$ cat src/rtl/uart_tx_ctrl.sv
// rtl/uart_tx_ctrl.sv - UART frame sequencer driving an external data shifter
// Sequences start/data/parity/stop periods and paces the shifter with start/shift pulses.
module uart_tx_ctrl #(
  parameter int CLKS_PER_BIT = 16,
  parameter int DATA_BITS    = 8
) (
  input  logic                 clk,
  input  logic                 arst_n,
  input  logic                 tx_valid,
  output logic                 tx_ready,
  input  logic [DATA_BITS-1:0] tx_data,
  input  logic                 parity_en,
  input  logic                 parity_odd,
  input  logic                 stop2,
  output logic [DATA_BITS-1:0] sh_data,
  output logic                 sh_start,
  output logic                 sh_en,
  output logic                 sh_shift,
  input  logic                 sh_bit,
  input  logic                 sh_done,
  output logic                 tx_o,
  output logic                 tx_done,
  output logic                 sh_err
);

  localparam int CW = (CLKS_PER_BIT > 1) ? $clog2(CLKS_PER_BIT) : 1;
  localparam int BW = $clog2(DATA_BITS) + 1;
  localparam logic [CW-1:0] CNT_LAST = CW'(CLKS_PER_BIT - 1);
  localparam logic [BW-1:0] BIT_LAST = BW'(DATA_BITS - 1);

  typedef enum logic [2:0] {IDLE, START, DATA, PARITY, STOP1, STOP2} state_t;

  state_t          state, state_next;
  logic [CW-1:0]   cnt, cnt_next;
  logic [BW-1:0]   bit_cnt;
  logic            par_en_q, par_odd_q, stop2_q;
  logic            chk_done;
  logic            accept, period_last, bit_last, tx_o_next;

  assign tx_ready = (state == IDLE);

  always_comb begin
    state_next  = state;
    accept      = 1'b0;
    tx_o_next   = 1'b1;
    period_last = (state != IDLE) && (cnt == CNT_LAST);
    bit_last    = (bit_cnt == BIT_LAST);
    case (state)
      IDLE:    if (tx_valid) begin
                 accept     = 1'b1;
                 state_next = START;
               end
      START:   if (period_last) state_next = DATA;
      DATA:    if (period_last && bit_last) state_next = par_en_q ? PARITY : STOP1;
      PARITY:  if (period_last) state_next = STOP1;
      STOP1:   if (period_last) state_next = stop2_q ? STOP2 : IDLE;
      STOP2:   if (period_last) state_next = IDLE;
      default: state_next = IDLE;
    endcase
    // Counter wraps at each period end, including between consecutive data bits.
    cnt_next = (period_last || (state_next != state) || (state_next == IDLE)) ? '0 : cnt + CW'(1);
    case (state_next)
      START:   tx_o_next = 1'b0;
      DATA:    tx_o_next = sh_bit;
      PARITY:  tx_o_next = (^sh_data) ^ par_odd_q;
      default: tx_o_next = 1'b1;
    endcase
  end

  always_ff @(posedge clk) begin
    if (!arst_n) begin
      state     <= IDLE;
      cnt       <= '0;
      bit_cnt   <= '0;
      sh_data   <= '0;
      par_en_q  <= 1'b0;
      par_odd_q <= 1'b0;
      stop2_q   <= 1'b0;
      sh_start  <= 1'b0;
      sh_en     <= 1'b1;
      sh_shift  <= 1'b0;
      tx_o      <= 1'b1;
      tx_done   <= 1'b0;
      sh_err    <= 1'b0;
      chk_done  <= 1'b0;
    end else begin
      state    <= state_next;
      cnt      <= cnt_next;
      sh_en    <= 1'b1;
      sh_start <= accept;
      sh_shift <= (state_next == DATA) && (cnt_next == CNT_LAST);
      tx_done  <= (cnt_next == CNT_LAST) &&
                  ((state_next == STOP2) || ((state_next == STOP1) && !stop2_q));
      tx_o     <= tx_o_next;
      // The shifter updates sh_done on the final shift edge, so it is judged one cycle later.
      chk_done <= (state == DATA) && period_last && bit_last;
      if (chk_done && !sh_done) sh_err <= 1'b1;
      if (accept) begin
        sh_data   <= tx_data;
        par_en_q  <= parity_en;
        par_odd_q <= parity_odd;
        stop2_q   <= stop2;
        bit_cnt   <= '0;
      end else if ((state == DATA) && period_last) begin
        bit_cnt <= bit_last ? '0 : bit_cnt + BW'(1);
      end
    end
  end

endmodule

$ cat config.mk
export PLATFORM = sky130hd
export DESIGN_NAME = uart_tx_ctrl
export DESIGN_NICKNAME = d
export VERILOG_FILES = /design/src/rtl/uart_tx_ctrl.sv
export SDC_FILE = /design/constraint.sdc
export NUM_CORES = 1
export LEC_CHECK = 0
export CORE_MARGIN = 5
export CORE_UTILIZATION = 30
export DETAILED_ROUTE_END_ITERATION = 12
export PLACE_DENSITY_LB_ADDON = 0.12
export SYNTH_ARGS = -nofsm -noshare
export SYNTH_HDL_FRONTEND = slang
export SYNTH_SLANG_ARGS = --single-unit
$ cat constraint.sdc
create_clock -name clk -period 1.6 [get_ports clk]
set_input_delay 0.24 -clock clk [delete_from_list [all_inputs] [get_ports clk]]
set_output_delay 0.24 -clock clk [all_outputs]
set_load 0.02 [all_outputs]
==> impl_metrics.xml <==
<?xml version="1.0" encoding="UTF-8"?>
<metrics>
  <group name="cts">
    <metric name="numClockSinks" unit="">28</metric>
    <metric name="cts_buffer_depth" unit="">2</metric>
    <metric name="cts_max_level" unit="">1</metric>
    <metric name="worst_setup_hold_path_clk_slew" unit="ns">0.10</metric>
    <metric name="cts_made_buffers" unit="">3</metric>
    <metric name="clock-root-buffer" unit="">sky130_fd_sc_hd__clkbuf_8</metric>
    <metric name="tritoncts" unit="">built</metric>
    <metric name="insertion_delay" unit="ns">0.27</metric>
  </group>
  <group name="route">
    <metric name="drt-wirelength-per-cell" unit="um">13.4</metric>
    <metric name="antenna_violating_nets_post_route" unit="">0</metric>
    <metric name="drt_pass1_iterations" unit="">4</metric>
    <metric name="route.detailed.drc" unit="">0</metric>
    <metric name="initialDrtViolationCount" unit="">27</metric>
    <metric name="drt-vias-per-instance" unit="">4.72</metric>
    <metric name="dr_total_vias" unit="">1180</metric>
    <metric name="wl" unit="um">3350</metric>
  </group>
  <group name="timing">
    <metric name="finalHoldViolations" unit="">0</metric>
    <metric name="min_period" unit="ns">1.61</metric>
    <metric name="fmax" unit="GHz">0.622</metric>
    <metric name="finalSetupViolCount" unit="">1</metric>
    <metric name="final_skew" unit="ns">0.00491</metric>
    <metric name="setup_repair_after_global_routing_missed_its_margin" unit="">true</metric>
    <metric name="finalMaxSlewViolations" unit="">0</metric>
    <metric name="timing.final.crit_share" unit="%">101</metric>
    <metric name="layout_setup_ws" unit="ns">-0.00891</metric>
  </group>
  <group name="placement">
    <metric name="place_worst_setup_slack" unit="ns">-0.178</metric>
    <metric name="placedInstanceArea" unit="sq um">1790</metric>
    <metric name="place.gp.congestion" unit="">0.892</metric>
    <metric name="detailedPlacementHpwl" unit="um">2540</metric>
    <metric name="numPortBuffers" unit="">29</metric>
  </group>
  <group name="layout">
    <metric name="post_route_design_area" unit="sq um">1930</metric>
    <metric name="filler_cells" unit="">408</metric>
    <metric name="layout.nets" unit="">217</metric>
    <metric name="postLayoutCoreUtil" unit="%">44.4</metric>
    <metric name="post_route_cells_drive_above_1_share" unit="%">23.2</metric>
    <metric name="area_of_combinational_cells_with_multiple_inputs" unit="sq um">764</metric>
    <metric name="layout.area.seq" unit="sq um">567</metric>
    <metric name="antenna_cells" unit="">0</metric>
    <metric name="area_growth_synth_to_finish" unit="%">44.2</metric>
  </group>
  <group name="setup_path">
    <metric name="critPathCaptureType" unit="">flip-flop</metric>
    <metric name="data_arrival_time_of_the_critical_path" unit="ns">1.83</metric>
    <metric name="critical_path.max_stage_delay" unit="ns">0.37</metric>
    <metric name="worstPathCellList" unit="">ha_4 -&gt; and3_4 -&gt; mux2i_2 -&gt; a32oi_1 -&gt; and4bb_1 -&gt; and2_1</metric>
    <metric name="critical_path_peak_fanout" unit="">7</metric>
    <metric name="start_kind" unit="">flip-flop</metric>
    <metric name="cp_slowest_cell" unit="">sky130_fd_sc_hd__dfxtp_2</metric>
    <metric name="crit_type" unit="">flip-flop to flip-flop</metric>
    <metric name="worst_ep_required_time" unit="ns">1.82</metric>
  </group>
  <group name="logic_synthesis">
    <metric name="yosysSeqAreaShare" unit="%">41.8</metric>
    <metric name="synth-async-reset-ratio" unit="%">0</metric>
    <metric name="ys_ff_latch" unit="">28</metric>
    <metric name="netlist_area" unit="sq um">1340</metric>
    <metric name="netlist.area_leader.share" unit="%">41.8</metric>
    <metric name="most_common_library_cells_after_synthesis" unit="">sky130_fd_sc_hd__dfxtp_1, sky130_fd_sc_hd__nand2_1, sky130_fd_sc_hd__a21boi_0, sky130_fd_sc_hd__a21oi_1, sky130_fd_sc_hd__nor2_1</metric>
    <metric name="netlist.top_cell.by_area" unit="">sky130_fd_sc_hd__dfxtp_1</metric>
    <metric name="synth.yosys.warnings" unit="">0</metric>
    <metric name="synth_area_per_cell" unit="sq um">8.87</metric>
    <metric name="ys_top_cells_by_area" unit="">sky130_fd_sc_hd__dfxtp_1, sky130_fd_sc_hd__nand2_1, sky130_fd_sc_hd__a21boi_0</metric>
    <metric name="postSynthCellCount" unit="">151</metric>
    <metric name="synth_enable_flop_cells" unit="">0</metric>
    <metric name="synth_fp_nets" unit="">169</metric>
    <metric name="synth_top_flop_cell" unit="">sky130_fd_sc_hd__dfxtp_1</metric>
    <metric name="synth.distinct_cells" unit="">43</metric>
  </group>
  <group name="die">
    <metric name="x_dimension_of_the_die" unit="um">76.8</metric>
    <metric name="die_area" unit="sq um">5900</metric>
    <metric name="floorplan.core_area" unit="sq um">4350</metric>
    <metric name="std_cell_rows" unit="">24</metric>
    <metric name="floorplan.die.height" unit="um">76.8</metric>
    <metric name="initial_utilization" unit="%">30.8</metric>
    <metric name="num_io_pins" unit="">31</metric>
  </group>
  <group name="global_route">
    <metric name="grt_start_max_net_pins" unit="">18</metric>
    <metric name="grt_antenna_before_repair" unit="">0</metric>
    <metric name="first_pass_grt_wire_length" unit="um">5720</metric>
    <metric name="globalRoute.totalOverflow" unit="">0</metric>
    <metric name="grt_pass1_vias" unit="">1294</metric>
    <metric name="grt.total_usage" unit="%">11.6</metric>
  </group>
  <group name="run">
    <metric name="cap_viol_max_count" unit="">0</metric>
  </group>
  <group name="min_path">
    <metric name="hold_class" unit="">flip-flop to flip-flop</metric>
  </group>
  <group name="power">
    <metric name="design_power_total" unit="mW">1.58</metric>
    <metric name="power_per_cell_area" unit="nW/um^2">818</metric>
    <metric name="leakagePower" unit="nW">0.771</metric>
    <metric name="max-vdd-ir-drop" unit="mV">0.355</metric>
  </group>
  <group name="run_status">
    <metric name="run_status" unit="">complete, but fails checks</metric>
    <metric name="failing_checks" unit="">setup timing</metric>
  </group>
</metrics>
## per-stage QoR
| step | TNS, ns | instances | hold slack (ns) |
|---|---|---|---|
| global route | -0.377 | 250 | 0.512 |
| CTS | -0.00455 | 250 | 0.491 |
| finish | -0.00891 | 250 | 0.478 |
| detailed placement | -1.04 | 243 | 0.466 |
| floorplan | 0 | 151 | 0.385 |
| global placement | -0.501 | 243 | 0.449 |
## cells by family after synthesis
group                    count (synthesis)  share of synthesized area, %
other                                    1                         0.280
flip-flops                              28                          41.8
XOR/XNOR                                10                          7.56
multiplexers                             1                         0.747
adder cells (fa/ha/maj)                  2                          1.87
AO/OA/AOI/OAI                           29                          14.8
buffers and inverters                   10                          4.76
AND/OR/NAND/NOR                         70                          28.2
## critical path, delay by kind of cell (launching register included)
kind | cells | cell delay (ns)
and+or+nand+nor | 3 | 0.70
DFF | 1 | 0.37
muxes | 1 | 0.23
adders and majority gates | 1 | 0.14
AOI/OAI and AO/OA | 1 | 0.11
## power by group
part / leakage, nW / total (mW) / internal (mW) / switching (mW)
Clock: 0.0357 / 0.556 / 0.335 / 0.221
Combinational: 0.505 / 0.270 / 0.151 / 0.119
Sequential: 0.230 / 0.754 / 0.725 / 0.0288
## layout make-up
type                    instances  area share [%]
clock buffers                   3            2.14
repair buffers                 52            23.8
flip-flops and latches         28            29.3
multi-input cells             113            39.6
clock inverters                 1            1.55
well taps                      52            3.37
inverters                       1           0.194
## cell usage in the layout (no fill, tap or decap), types with 2 or more instances in the layout
cell type                         synthesis  layout
sky130_fd_sc_hd__nor3_2                   0       2
sky130_fd_sc_hd__nand2_1                 28      28
sky130_fd_sc_hd__clkdlybuf4s50_1          0      27
sky130_fd_sc_hd__dfxtp_1                 28      23
sky130_fd_sc_hd__xor2_1                   3       3
sky130_fd_sc_hd__nand3_1                  4       4
sky130_fd_sc_hd__nor3_1                   4       2
sky130_fd_sc_hd__xnor2_1                  6       6
sky130_fd_sc_hd__dfxtp_2                  0       5
sky130_fd_sc_hd__and3_1                   3       2
sky130_fd_sc_hd__a21oi_1                  8       7
sky130_fd_sc_hd__nand4_1                  2       2
sky130_fd_sc_hd__clkbuf_8                 0       3
sky130_fd_sc_hd__and2_1                   6       6
sky130_fd_sc_hd__o211ai_1                 2       2
sky130_fd_sc_hd__buf_4                    2      23
sky130_fd_sc_hd__nor2_1                   7       7
sky130_fd_sc_hd__a21boi_0                11      11
sky130_fd_sc_hd__nor2b_1                  4       4
## per-layer routing
metal  global-route usage (%)  share of wire (%)
met2                     21.3                 53
met3                     2.46                3.3
met4                     4.20               0.72
met1                     13.0                 43
met5                        0                  0
## state kept, by name (all words and copies together) (netlist names), 3 cells and up
register and count:
sh_data 8, bit_cnt 4, cnt 4, state 3
## timing repair
action                                  in CTS  in global routing
hold buffers                                 0                  0
pin swaps                                    6                  5
endpoints found under the setup margin      10                 11
gates resized for setup                     12                  7
buffers inserted                             3                  0
gates cloned                                 0                  0
## path summary, 6_finish.rpt
check / from / endpoint / slack (ns) / cells past startpoint
worst max-delay path: cnt[0]$_SDFF_PN0_ / cnt[3]$_SDFF_PN0_ / -0.009 / 6
worst min-delay path: sh_err$_SDFFE_PN0P_ / sh_err$_SDFFE_PN0P_ / 0.48 / 1
worst max register to register: cnt[0]$_SDFF_PN0_ / cnt[3]$_SDFF_PN0_ / -0.009 / 6
worst min register to register: sh_err$_SDFFE_PN0P_ / sh_err$_SDFFE_PN0P_ / 0.48 / 1
No activity file was read; power rests on OpenSTA's default activity.
